## src/rtl/lab2_serial_logic_unit_if.sv

```systemverilog
// Operand/result bundle for the bit-serial logic unit: the requester drives
// start/op/operands and the unit returns busy/done/result/parity.
interface lab2_serial_logic_unit_if #(parameter int WIDTH = 8);
    logic             start;
    logic [2:0]       op;
    logic [WIDTH-1:0] inA;
    logic [WIDTH-1:0] inB;
    logic             busy;
    logic             done;
    logic [WIDTH-1:0] outResult;
    logic             outParity;

    modport master (output start, op, inA, inB,
                    input  busy, done, outResult, outParity);
    modport slave  (input  start, op, inA, inB,
                    output busy, done, outResult, outParity);
endinterface

```

## src/rtl/lab2_serial_logic_unit.sv

```systemverilog
// Bit-serial logic unit: one NOR-only cell evaluates op on A/B, LSB first.
// Optional LAB_PARITY_EN adds a NOR-built running parity registered into outParity.
//   state | meaning
//   IDLE  | waiting for start
//   RUN   | one result bit per cycle, WIDTH cycles
//   DONE  | result registered, done pulse; start relatches
module lab2_serial_logic_unit #(
    parameter int WIDTH = 8
) (
    input logic                   clk,
    input logic                   reset,
    lab2_serial_logic_unit_if.slave bus
);
    localparam int CW = $clog2(WIDTH + 1);

    typedef enum logic [1:0] {ST_IDLE, ST_RUN, ST_DONE} state_t;

    state_t           state_q, state_d;
    logic [WIDTH-1:0] a_q, a_d, b_q, b_d;
    logic [2:0]       op_q, op_d;
    logic [CW-1:0]    cnt_q, cnt_d;
    logic [WIDTH-1:0] acc_q, acc_d;
    logic [WIDTH-1:0] result_q, result_d;

    // NOR-only bit cell; every function is formed from the same operand bits
    logic a_bit, b_bit;
    logic na, nb, f_nor, f_or, f_and, f_nand, f_xor, f_xnor, f_buf;
    logic cell_bit;

    assign a_bit = a_q[0];
    assign b_bit = b_q[0];

    nor u_na   (na,     a_bit, a_bit);
    nor u_nb   (nb,     b_bit, b_bit);
    nor u_nor  (f_nor,  a_bit, b_bit);
    nor u_or   (f_or,   f_nor, f_nor);
    nor u_and  (f_and,  na,    nb);
    nor u_nand (f_nand, f_and, f_and);
    nor u_xor  (f_xor,  f_and, f_nor);
    nor u_xnor (f_xnor, f_xor, f_xor);
    nor u_buf  (f_buf,  na,    na);

    always_comb begin
        cell_bit = 1'b0;
        case (op_q)
            3'b000:  cell_bit = f_and;
            3'b001:  cell_bit = f_or;
            3'b010:  cell_bit = na;
            3'b011:  cell_bit = f_nor;
            3'b100:  cell_bit = f_nand;
            3'b101:  cell_bit = f_xor;
            3'b110:  cell_bit = f_xnor;
            default: cell_bit = f_buf;
        endcase
    end

`ifdef LAB_PARITY_EN
    logic par_q, par_d, par_out_q, par_out_d;
    logic p_nor, p_np, p_nr, p_and, par_x;

    nor u_p_nor (p_nor, par_q, cell_bit);
    nor u_p_np  (p_np,  par_q, par_q);
    nor u_p_nr  (p_nr,  cell_bit, cell_bit);
    nor u_p_and (p_and, p_np, p_nr);
    nor u_p_xor (par_x, p_and, p_nor);
`endif

    always_comb begin
        state_d  = state_q;
        a_d      = a_q;
        b_d      = b_q;
        op_d     = op_q;
        cnt_d    = cnt_q;
        acc_d    = acc_q;
        result_d = result_q;
`ifdef LAB_PARITY_EN
        par_d     = par_q;
        par_out_d = par_out_q;
`endif
        case (state_q)
            ST_IDLE, ST_DONE: begin
                if (bus.start) begin
                    a_d     = bus.inA;
                    b_d     = bus.inB;
                    op_d    = bus.op;
                    cnt_d   = '0;
                    acc_d   = '0;
`ifdef LAB_PARITY_EN
                    par_d   = 1'b0;
`endif
                    state_d = ST_RUN;
                end else begin
                    state_d = ST_IDLE;
                end
            end
            ST_RUN: begin
                a_d   = a_q >> 1;
                b_d   = b_q >> 1;
                acc_d = {cell_bit, acc_q[WIDTH-1:1]};
                cnt_d = cnt_q + CW'(1);
`ifdef LAB_PARITY_EN
                par_d = par_x;
`endif
                if (cnt_q == CW'(WIDTH - 1)) begin
                    result_d  = {cell_bit, acc_q[WIDTH-1:1]};
`ifdef LAB_PARITY_EN
                    par_out_d = par_x;
`endif
                    state_d   = ST_DONE;
                end
            end
            default: state_d = ST_IDLE;
        endcase
    end

    always_ff @(posedge clk) begin
        if (reset) begin
            state_q  <= ST_IDLE;
            a_q      <= '0;
            b_q      <= '0;
            op_q     <= '0;
            cnt_q    <= '0;
            acc_q    <= '0;
            result_q <= '0;
`ifdef LAB_PARITY_EN
            par_q     <= 1'b0;
            par_out_q <= 1'b0;
`endif
        end else begin
            state_q  <= state_d;
            a_q      <= a_d;
            b_q      <= b_d;
            op_q     <= op_d;
            cnt_q    <= cnt_d;
            acc_q    <= acc_d;
            result_q <= result_d;
`ifdef LAB_PARITY_EN
            par_q     <= par_d;
            par_out_q <= par_out_d;
`endif
        end
    end

    assign bus.busy      = (state_q == ST_RUN);
    assign bus.done      = (state_q == ST_DONE);
    assign bus.outResult = result_q;
`ifdef LAB_PARITY_EN
    assign bus.outParity = par_out_q;
`else
    assign bus.outParity = 1'b0;
`endif
endmodule

```

## src/flat_wrapper.sv

```systemverilog
// flat-port wrapper written by rule: the top's interface ports become plain ports
module lab2_serial_logic_unit_flat 
#(
    parameter int WIDTH = 8
)
  (clk, reset, bus_start, bus_op, bus_inA, bus_inB, bus_busy, bus_done, bus_outResult, bus_outParity);
  lab2_serial_logic_unit_if #(.WIDTH(WIDTH)) bus_i ();
  input logic clk;
  input logic reset;
  input wire logic [$bits(bus_i.start)-1:0] bus_start;
  input wire logic [$bits(bus_i.op)-1:0] bus_op;
  input wire logic [$bits(bus_i.inA)-1:0] bus_inA;
  input wire logic [$bits(bus_i.inB)-1:0] bus_inB;
  output wire logic [$bits(bus_i.busy)-1:0] bus_busy;
  output wire logic [$bits(bus_i.done)-1:0] bus_done;
  output wire logic [$bits(bus_i.outResult)-1:0] bus_outResult;
  output wire logic [$bits(bus_i.outParity)-1:0] bus_outParity;
  assign bus_i.start = bus_start;
  assign bus_i.op = bus_op;
  assign bus_i.inA = bus_inA;
  assign bus_i.inB = bus_inB;
  assign bus_busy = bus_i.busy;
  assign bus_done = bus_i.done;
  assign bus_outResult = bus_i.outResult;
  assign bus_outParity = bus_i.outParity;
  lab2_serial_logic_unit #(.WIDTH(WIDTH)) u_core (.clk(clk), .reset(reset), .bus(bus_i));
endmodule
```

## config.mk

```make
export PLATFORM = sky130hd
export DESIGN_NAME = lab2_serial_logic_unit_flat
export DESIGN_NICKNAME = d
export VERILOG_FILES = /design/src/rtl/lab2_serial_logic_unit_if.sv /design/src/rtl/lab2_serial_logic_unit.sv /design/src/flat_wrapper.sv
export SDC_FILE = /design/constraint.sdc
export NUM_CORES = 1
export LEC_CHECK = 0
export CORE_MARGIN = 10
export CORE_UTILIZATION = 50
export CTS_CLUSTER_DIAMETER = 40
export DETAILED_ROUTE_END_ITERATION = 7
export GPL_ROUTABILITY_DRIVEN = 0
export PLACE_DENSITY = 0.89
export SETUP_SLACK_MARGIN = 0.4
export SYNTH_ARGS = -nofsm -noshare
export SYNTH_HDL_FRONTEND = slang
export SYNTH_SLANG_ARGS = --single-unit
```

## constraint.sdc

```tcl
create_clock -name clk -period 2.1 [get_ports clk]
set_clock_uncertainty 0.05 [all_clocks]
set_input_delay 0.42 -clock clk [delete_from_list [all_inputs] [get_ports clk]]
set_output_delay 0.42 -clock clk [all_outputs]
set_load 0.01 [all_outputs]
```

==> results of run 1 <==
-- layout by cell type (no fill, tap or decap), types with 2 or more instances in the layout --
master            n
dfxtp_2           3
clkbuf_4          5
clkdlybuf4s50_1  21
mux2i_1          13
dlygate4sd2_1     8
buf_6             3
a22oi_1          23
inv_1             2
a21oi_1          17
ha_4              2
nor2_1           25
buf_4            12
dfxtp_1          37
clkbuf_8          2
nand2_1          14
nand3b_1          3
-- power groups by stage --
stage          clock (uW)  combinational (uW)  sequential [uW]
2_1_floorplan           0                 121              820
3_3_place_gp            0                 176              825
3_5_place_dp            0                 186              827
4_1_cts               428                 206              809
5_1_grt               455                 247              814
6_report              416                 224              810
-- per-stage QoR --
stage	std cells	total power, uW	hold WS [ns]
2_1_floorplan	171	941	0.387
3_3_place_gp	238	1000	0.393
3_5_place_dp	238	1010	0.397
4_1_cts	250	1440	0.413
5_1_grt	254	1520	0.444
6_report	254	1450	0.411
-- Yosys cell counts --
library cell / number
o21ai_0: 1
o32ai_2: 1
a22oi_1: 23
nor2_1: 25
nor3_1: 1
a21oi_1: 17
buf_4: 3
mux4_2: 1
nand2b_1: 1
inv_1: 3
o41ai_2: 1
nor2_2: 2
conb_1: 1
mux2i_1: 13
nand3b_1: 3
buf_2: 2
nor2b_1: 2
or3b_2: 1
clkbuf_1: 8
nand4_1: 1
nand2_1: 14
ha_1: 3
xor2_1: 1
buf_6: 1
mux2_4: 1
clkinv_1: 1
dfxtp_1: 40
-- worst reg2reg max path, cell delays in order (launching register included) --
cell	delay (ns)
dfxtp_2	0.36
inv_2	0.06
ha_4	0.23
mux2_4	0.26
mux4_2	0.50
buf_6	0.14
o32ai_4	0.22
-- sequential cells by signal, summed over array words and instances, names as in the netlist --
| register | flops |
|---|---|
| u_core.acc_q | 7 |
| u_core.bus.outResult | 8 |
| u_core.cnt_q | 4 |
| u_core.b_q | 8 |
| u_core.op_q | 3 |
| u_core.state_q | 2 |
| u_core.a_q | 8 |
-- kinds of logic after synthesis --
logic type / after synthesis / share of synthesized area
flip-flops: 40 / 0.493
XOR/XNOR: 1 / 0.00540
AO/OA/AOI/OAI: 43 / 0.182
adder cells (fa/ha/maj): 3 / 0.0231
other: 1 / 0.00231
AND/OR/NAND/NOR: 50 / 0.136
multiplexers: 15 / 0.103
buffers and inverters: 18 / 0.0547
-- timing repair --
| item | 4_1_cts | 5_1_grt |
|---|---|---|
| buffers inserted | 5 | 4 |
| setup endpoints to repair | 11 | 28 |
| pin swaps | 2 | 4 |
| resized for setup | 14 | 9 |
| hold buffers | 0 | 0 |
-- final cells by class --
class	count	area (sq um)	share of cell area
clock buffers	7	65.1	0.0301
repair buffers	46	427	0.197
flip-flops and latches	40	805	0.372
inverters	4	15.0	0.00694
well taps	44	55.1	0.0255
multi-input cells	113	796	0.368
-- worst paths after layout --
path	cells past startpoint	from	end
hold reg to reg	2	u_core.a_q[4]	u_core.a_q[4]
setup reg to reg	6	u_core.a_q[0]	u_core.acc_q[7]
hold / removal	2	u_core.a_q[4]	u_core.a_q[4]
setup / recovery	6	u_core.a_q[0]	u_core.acc_q[7]
-- per-layer routing --
layer	part of all wire	global-route usage	up-vias
li1	-	-	669
met1	0.42	0.142	634
met2	0.51	0.204	37
met3	0.055	0.0443	6
met4	0.020	0.0657	0
met5	0	0	-
==> impl_metrics.py, run 1 <==
metrics = {
    "status": {
        "status": "finished, final reports clean",
    },
    "power": {
        "power_density_mw_per_mm2": 671,
        "sw_frac_of_total": 0.246,
        "combPwrFrac": 0.155,
        "clock_power_share": 0.287,
        "irDropWorstVdd_mv": 0.480,
        "p_sw_uw": 356,
        "seqPwrFrac": 0.559,
        "p_leak_uw": 0.000866,
        "internal_power_uw": 1090,
    },
    "detailed_routing": {
        "dr.pass1.iters": 4,
        "via_per_inst": 5.30,
        "vias": 1346,
        "wl_mm": 3.68,
        "wl_per_cell_um": 14.5,
        "drc": 0,
        "ant_nets": 0,
        "drtIter0Drc": 106,
    },
    "cts": {
        "cts_buffers": 5,
        "htree_levels": 2,
        "clk_latency_ns": 0.34,
        "clock_sinks": 40,
        "cts_tree": "done",
        "cts-root-buf": "clkbuf_4",
        "clk_pin_slew_ns": 0.11,
        "clk_path_buf_depth": 2,
    },
    "layout": {
        "nFillCells": 249,
        "utilization": 0.702,
        "nets": 235,
        "area_growth_pct": 33.2,
        "drive_above_1_share": 0.176,
        "antenna_cells": 0,
        "final_area_sq_mm": 0.00216,
    },
    "critical_path": {
        "crit_path_cell_trace": "inv_2 > ha_4 > mux2_4 > mux4_2 > buf_6 > o32ai_4",
        "crit_type": "reg -> reg",
        "cp.buffers_inverters": 2,
        "cp.required_ns": 2.31,
        "cp_max_fo": 2,
        "cp.arrival_ns": 2.10,
        "slowest_delay_ns": 0.50,
        "r2r_setup_slack_ns": 0.22,
        "slowest_stage": "mux4_2",
        "crit_path_end_kind": "register",
        "startpoint_type": "register",
        "cp_top_family": "multiplexers",
    },
    "sta": {
        "slew_viol_final": 0,
        "rsz0062_at_grt": "yes",
        "fmax_mhz": 531,
        "fin_crit_ns": 1.88,
        "final-setup-viol-count": 0,
        "final.setup.worst_slack_ns": 0.217,
        "final_hold_viol_count": 0,
        "finalCritPeriodShare": 0.897,
        "fin_setup_tns_ns": 0,
    },
    "synthesis": {
        "syn-cell-area_sq_mm": 0.00162,
        "ys_warn_count": 0,
        "syn_inst": 171,
        "synth_cell_type_count": 27,
        "yosys_register_bits": 40,
        "synth.top_cell.area_share": 0.493,
        "ys_seq_area_frac": 0.493,
        "ys_top_cells_by_area": "dfxtp_1 49%, a22oi_1 11%, mux2i_1 8.0%",
        "syn-num-nets": 196,
        "synth.largest_area_cell": "dfxtp_1",
        "synth_area_per_cell_sq_um": 9.49,
    },
    "die": {
        "die_w_um": 77.0,
        "ios": 33,
        "start_util": 0.527,
        "rows": 20,
        "core_region_area_sq_mm": 0.00308,
        "fp.dieArea_sq_mm": 0.00592,
        "fp.dieH_um": 77.0,
    },
    "placement": {
        "post-place-ws_ns": 0.203,
        "place_area_sq_mm": 0.00196,
        "dpl.hpwl_mm": 2.57,
        "portBuffers": 31,
    },
    "global_route": {
        "globalRouteOverflowTotal": 0,
        "grt_pass1_wl_mm": 6.20,
        "grt_max_degree": 26,
        "track_usage": 0.126,
        "grt_antenna_before_repair": 0,
        "grt_pass1_vias": 1352,
    },
    "worst_hold_path": {
        "hold_path_class": "reg -> reg",
    },
    "job": {
        "drv_cap": 0,
    },
}
No activity file was read; power rests on OpenSTA's default activity.
==> run 2, diff against run 1 <==
--- a/config.mk
+++ b/config.mk
@@ -6,12 +6,12 @@
 export NUM_CORES = 1
 export LEC_CHECK = 0
 export CORE_MARGIN = 10
-export CORE_UTILIZATION = 50
+export CORE_UTILIZATION = 61
 export CTS_CLUSTER_DIAMETER = 40
 export DETAILED_ROUTE_END_ITERATION = 7
+export DONT_BUFFER_PORTS = 1
 export GPL_ROUTABILITY_DRIVEN = 0
-export PLACE_DENSITY = 0.89
-export SETUP_SLACK_MARGIN = 0.4
+export PLACE_DENSITY = 0.88
 export SYNTH_ARGS = -nofsm -noshare
 export SYNTH_HDL_FRONTEND = slang
 export SYNTH_SLANG_ARGS = --single-unit
==> run 2 against run 1 <==
Cell area shrank 22%. Clock power up 21%. Via count is 9.7% lower. First-iteration DRC count fell by 5.7%. Worst setup slack got worse by 0.028 ns. Clock-buffer cell count down 1. Combinational power is 44% lower. Sequential share of layout area grew 10 points. Routed wire length shrank 10%. Utilization decreased by 2.7 points. Largest power group unchanged. Critical path depth shrank 1. Critical path type unchanged.
==> impl_metrics.py, run 2 (synthesized netlist as in run 1, its figures left out) <==
metrics = {
    "cts": {
        "cts-root-buf": "clkbuf_4",
        "clk_latency_ns": 0.36,
        "ctsHoldBuffers": 0,
        "cts_buffers": 5,
        "post_cts_resized": 0,
        "clock_sinks": 40,
        "cts_tree": "done",
        "clk_path_buf_depth": 2,
        "post_cts_buffers": 0,
        "clk_pin_slew_ns": 0.12,
        "htree_levels": 2,
    },
    "die": {
        "start_util": 0.649,
        "fp.dieH_um": 71.6,
        "fp.dieArea_sq_mm": 0.00512,
        "core_region_area_sq_mm": 0.00250,
        "die_w_um": 71.6,
        "ios": 33,
        "rows": 18,
    },
    "power": {
        "p_leak_uw": 0.000613,
        "power_density_mw_per_mm2": 852,
        "internal_power_uw": 1090,
        "seqPwrFrac": 0.562,
        "clock_power_share": 0.350,
        "irDropWorstVdd_mv": 0.663,
        "sw_frac_of_total": 0.243,
        "p_sw_uw": 350,
        "combPwrFrac": 0.088,
    },
    "critical_path": {
        "startpoint_type": "register",
        "crit_path_end_kind": "register",
        "cp_max_fo": 4,
        "r2r_setup_slack_ns": 0.19,
        "cp.required_ns": 2.31,
        "cp.arrival_ns": 2.12,
        "crit_type": "reg -> reg",
    },
    "global_route": {
        "track_usage": 0.135,
        "grt_antenna_before_repair": 0,
        "globalRouteOverflowTotal": 0,
        "grtUsageMet1": 0.142,
        "grt_pass1_wl_mm": 5.54,
        "grt_pass1_vias": 1141,
        "gr-usage-met2": 0.216,
        "top_usage_layer": "met2",
        "gr-usage-met3": 0.0620,
        "grt_max_degree": 43,
    },
    "detailed_routing": {
        "drtIter0Drc": 100,
        "via_per_inst": 6.14,
        "drc": 0,
        "ant_nets": 0,
        "wl_per_cell_um": 16.7,
        "dr.pass1.iters": 4,
        "wl_mm": 3.31,
        "vias": 1216,
    },
    "sta": {
        "finalCritPeriodShare": 0.910,
        "fmax_mhz": 523,
        "final_hold_viol_count": 0,
        "fin_setup_tns_ns": 0,
        "max_slew.worst_pin.slew_ns": 0.959,
        "final-setup-viol-count": 0,
        "fin_crit_ns": 1.91,
        "slew_viol_final": 0,
        "slew_headroom": 0.360,
        "rsz0062_at_grt": "no",
    },
    "layout": {
        "area_growth_pct": 4.01,
        "nFillCells": 196,
        "antenna_cells": 0,
        "final_cell_mix": "40 x dfxtp_1, 25 x nor2_1, 23 x a22oi_1, 17 x a21oi_1, 14 x nand2_1",
        "nets": 192,
        "multi_input_area_sq_um": 736,
        "drive_above_1_share": 0.107,
        "mostFrequentLayoutCell": "dfxtp_1",
        "regArea_sq_um": 801,
        "fin_cells": 198,
    },
    "placement": {
        "dp_cells": 190,
        "portBuffers": 0,
        "dpl.hpwl_mm": 2.30,
    },
    "status": {
        "status": "finished, final reports clean",
    },
    "worst_hold_path": {
        "hold_path_class": "in -> reg",
    },
    "job": {
        "drv_cap": 0,
    },
}
run 2: cell type report:
| type | instances | share of cell area |
|---|---|---|
| well taps | 30 | 0.0222 |
| multi-input cells | 113 | 0.436 |
| inverters | 4 | 0.00890 |
| flip-flops and latches | 40 | 0.474 |
| clock inverters | 2 | 0.0208 |
| repair buffers | 3 | 0.0133 |
| clock buffers | 6 | 0.0245 |
run 2: critical path, stage by stage, from the launching register on:
cell and delay, ns:
dfxtp_1 0.40, inv_1 0.08, ha_1 0.30, mux2_4 0.26, mux4_2 0.50, o41ai_2 0.22
run 2: metrics by stage:
stage	total power (uW)	utilization	setup slack (ns)	instance area (sq um)	hold slack [ns]
3_3_place_gp	942	0.645	0.356	1610	0.387
4_1_cts	1450	0.675	0.195	1690	0.0472
3_5_place_dp	952	0.645	0.221	1610	0.391
5_1_grt	1500	0.675	0.0596	1690	0.0434
2_1_floorplan	940	-	0.371	1620	0.387
6_report	1440	0.675	0.189	1690	0.0644
run 2: path summary, 6_finish.rpt:
check                start                      end  cells past startpoint
max reg2reg  u_core.a_q[0]  u_core.bus.outResult[7]                      5
min                  reset  u_core.bus.outResult[5]                      1
min reg2reg  u_core.b_q[3]            u_core.b_q[3]                      2
max          u_core.a_q[0]  u_core.bus.outResult[7]                      5
run 2: routing by layer:
layer  up-vias  part of all wire  routed length (um)
met3         8             0.076                 252
li1        588                 -                   -
met1       582              0.41                1350
met2        38              0.49                1620
met5         -                 0                   0
met4         0             0.024                  78
run 2: power by group through the flow:
stage	Combinational, uW	Clock, uW	Sequential, uW
after floorplan	121	0	819
after global placement	118	0	824
after global routing	145	539	813
final	126	503	809
after CTS	126	511	809
after detailed placement	126	0	826
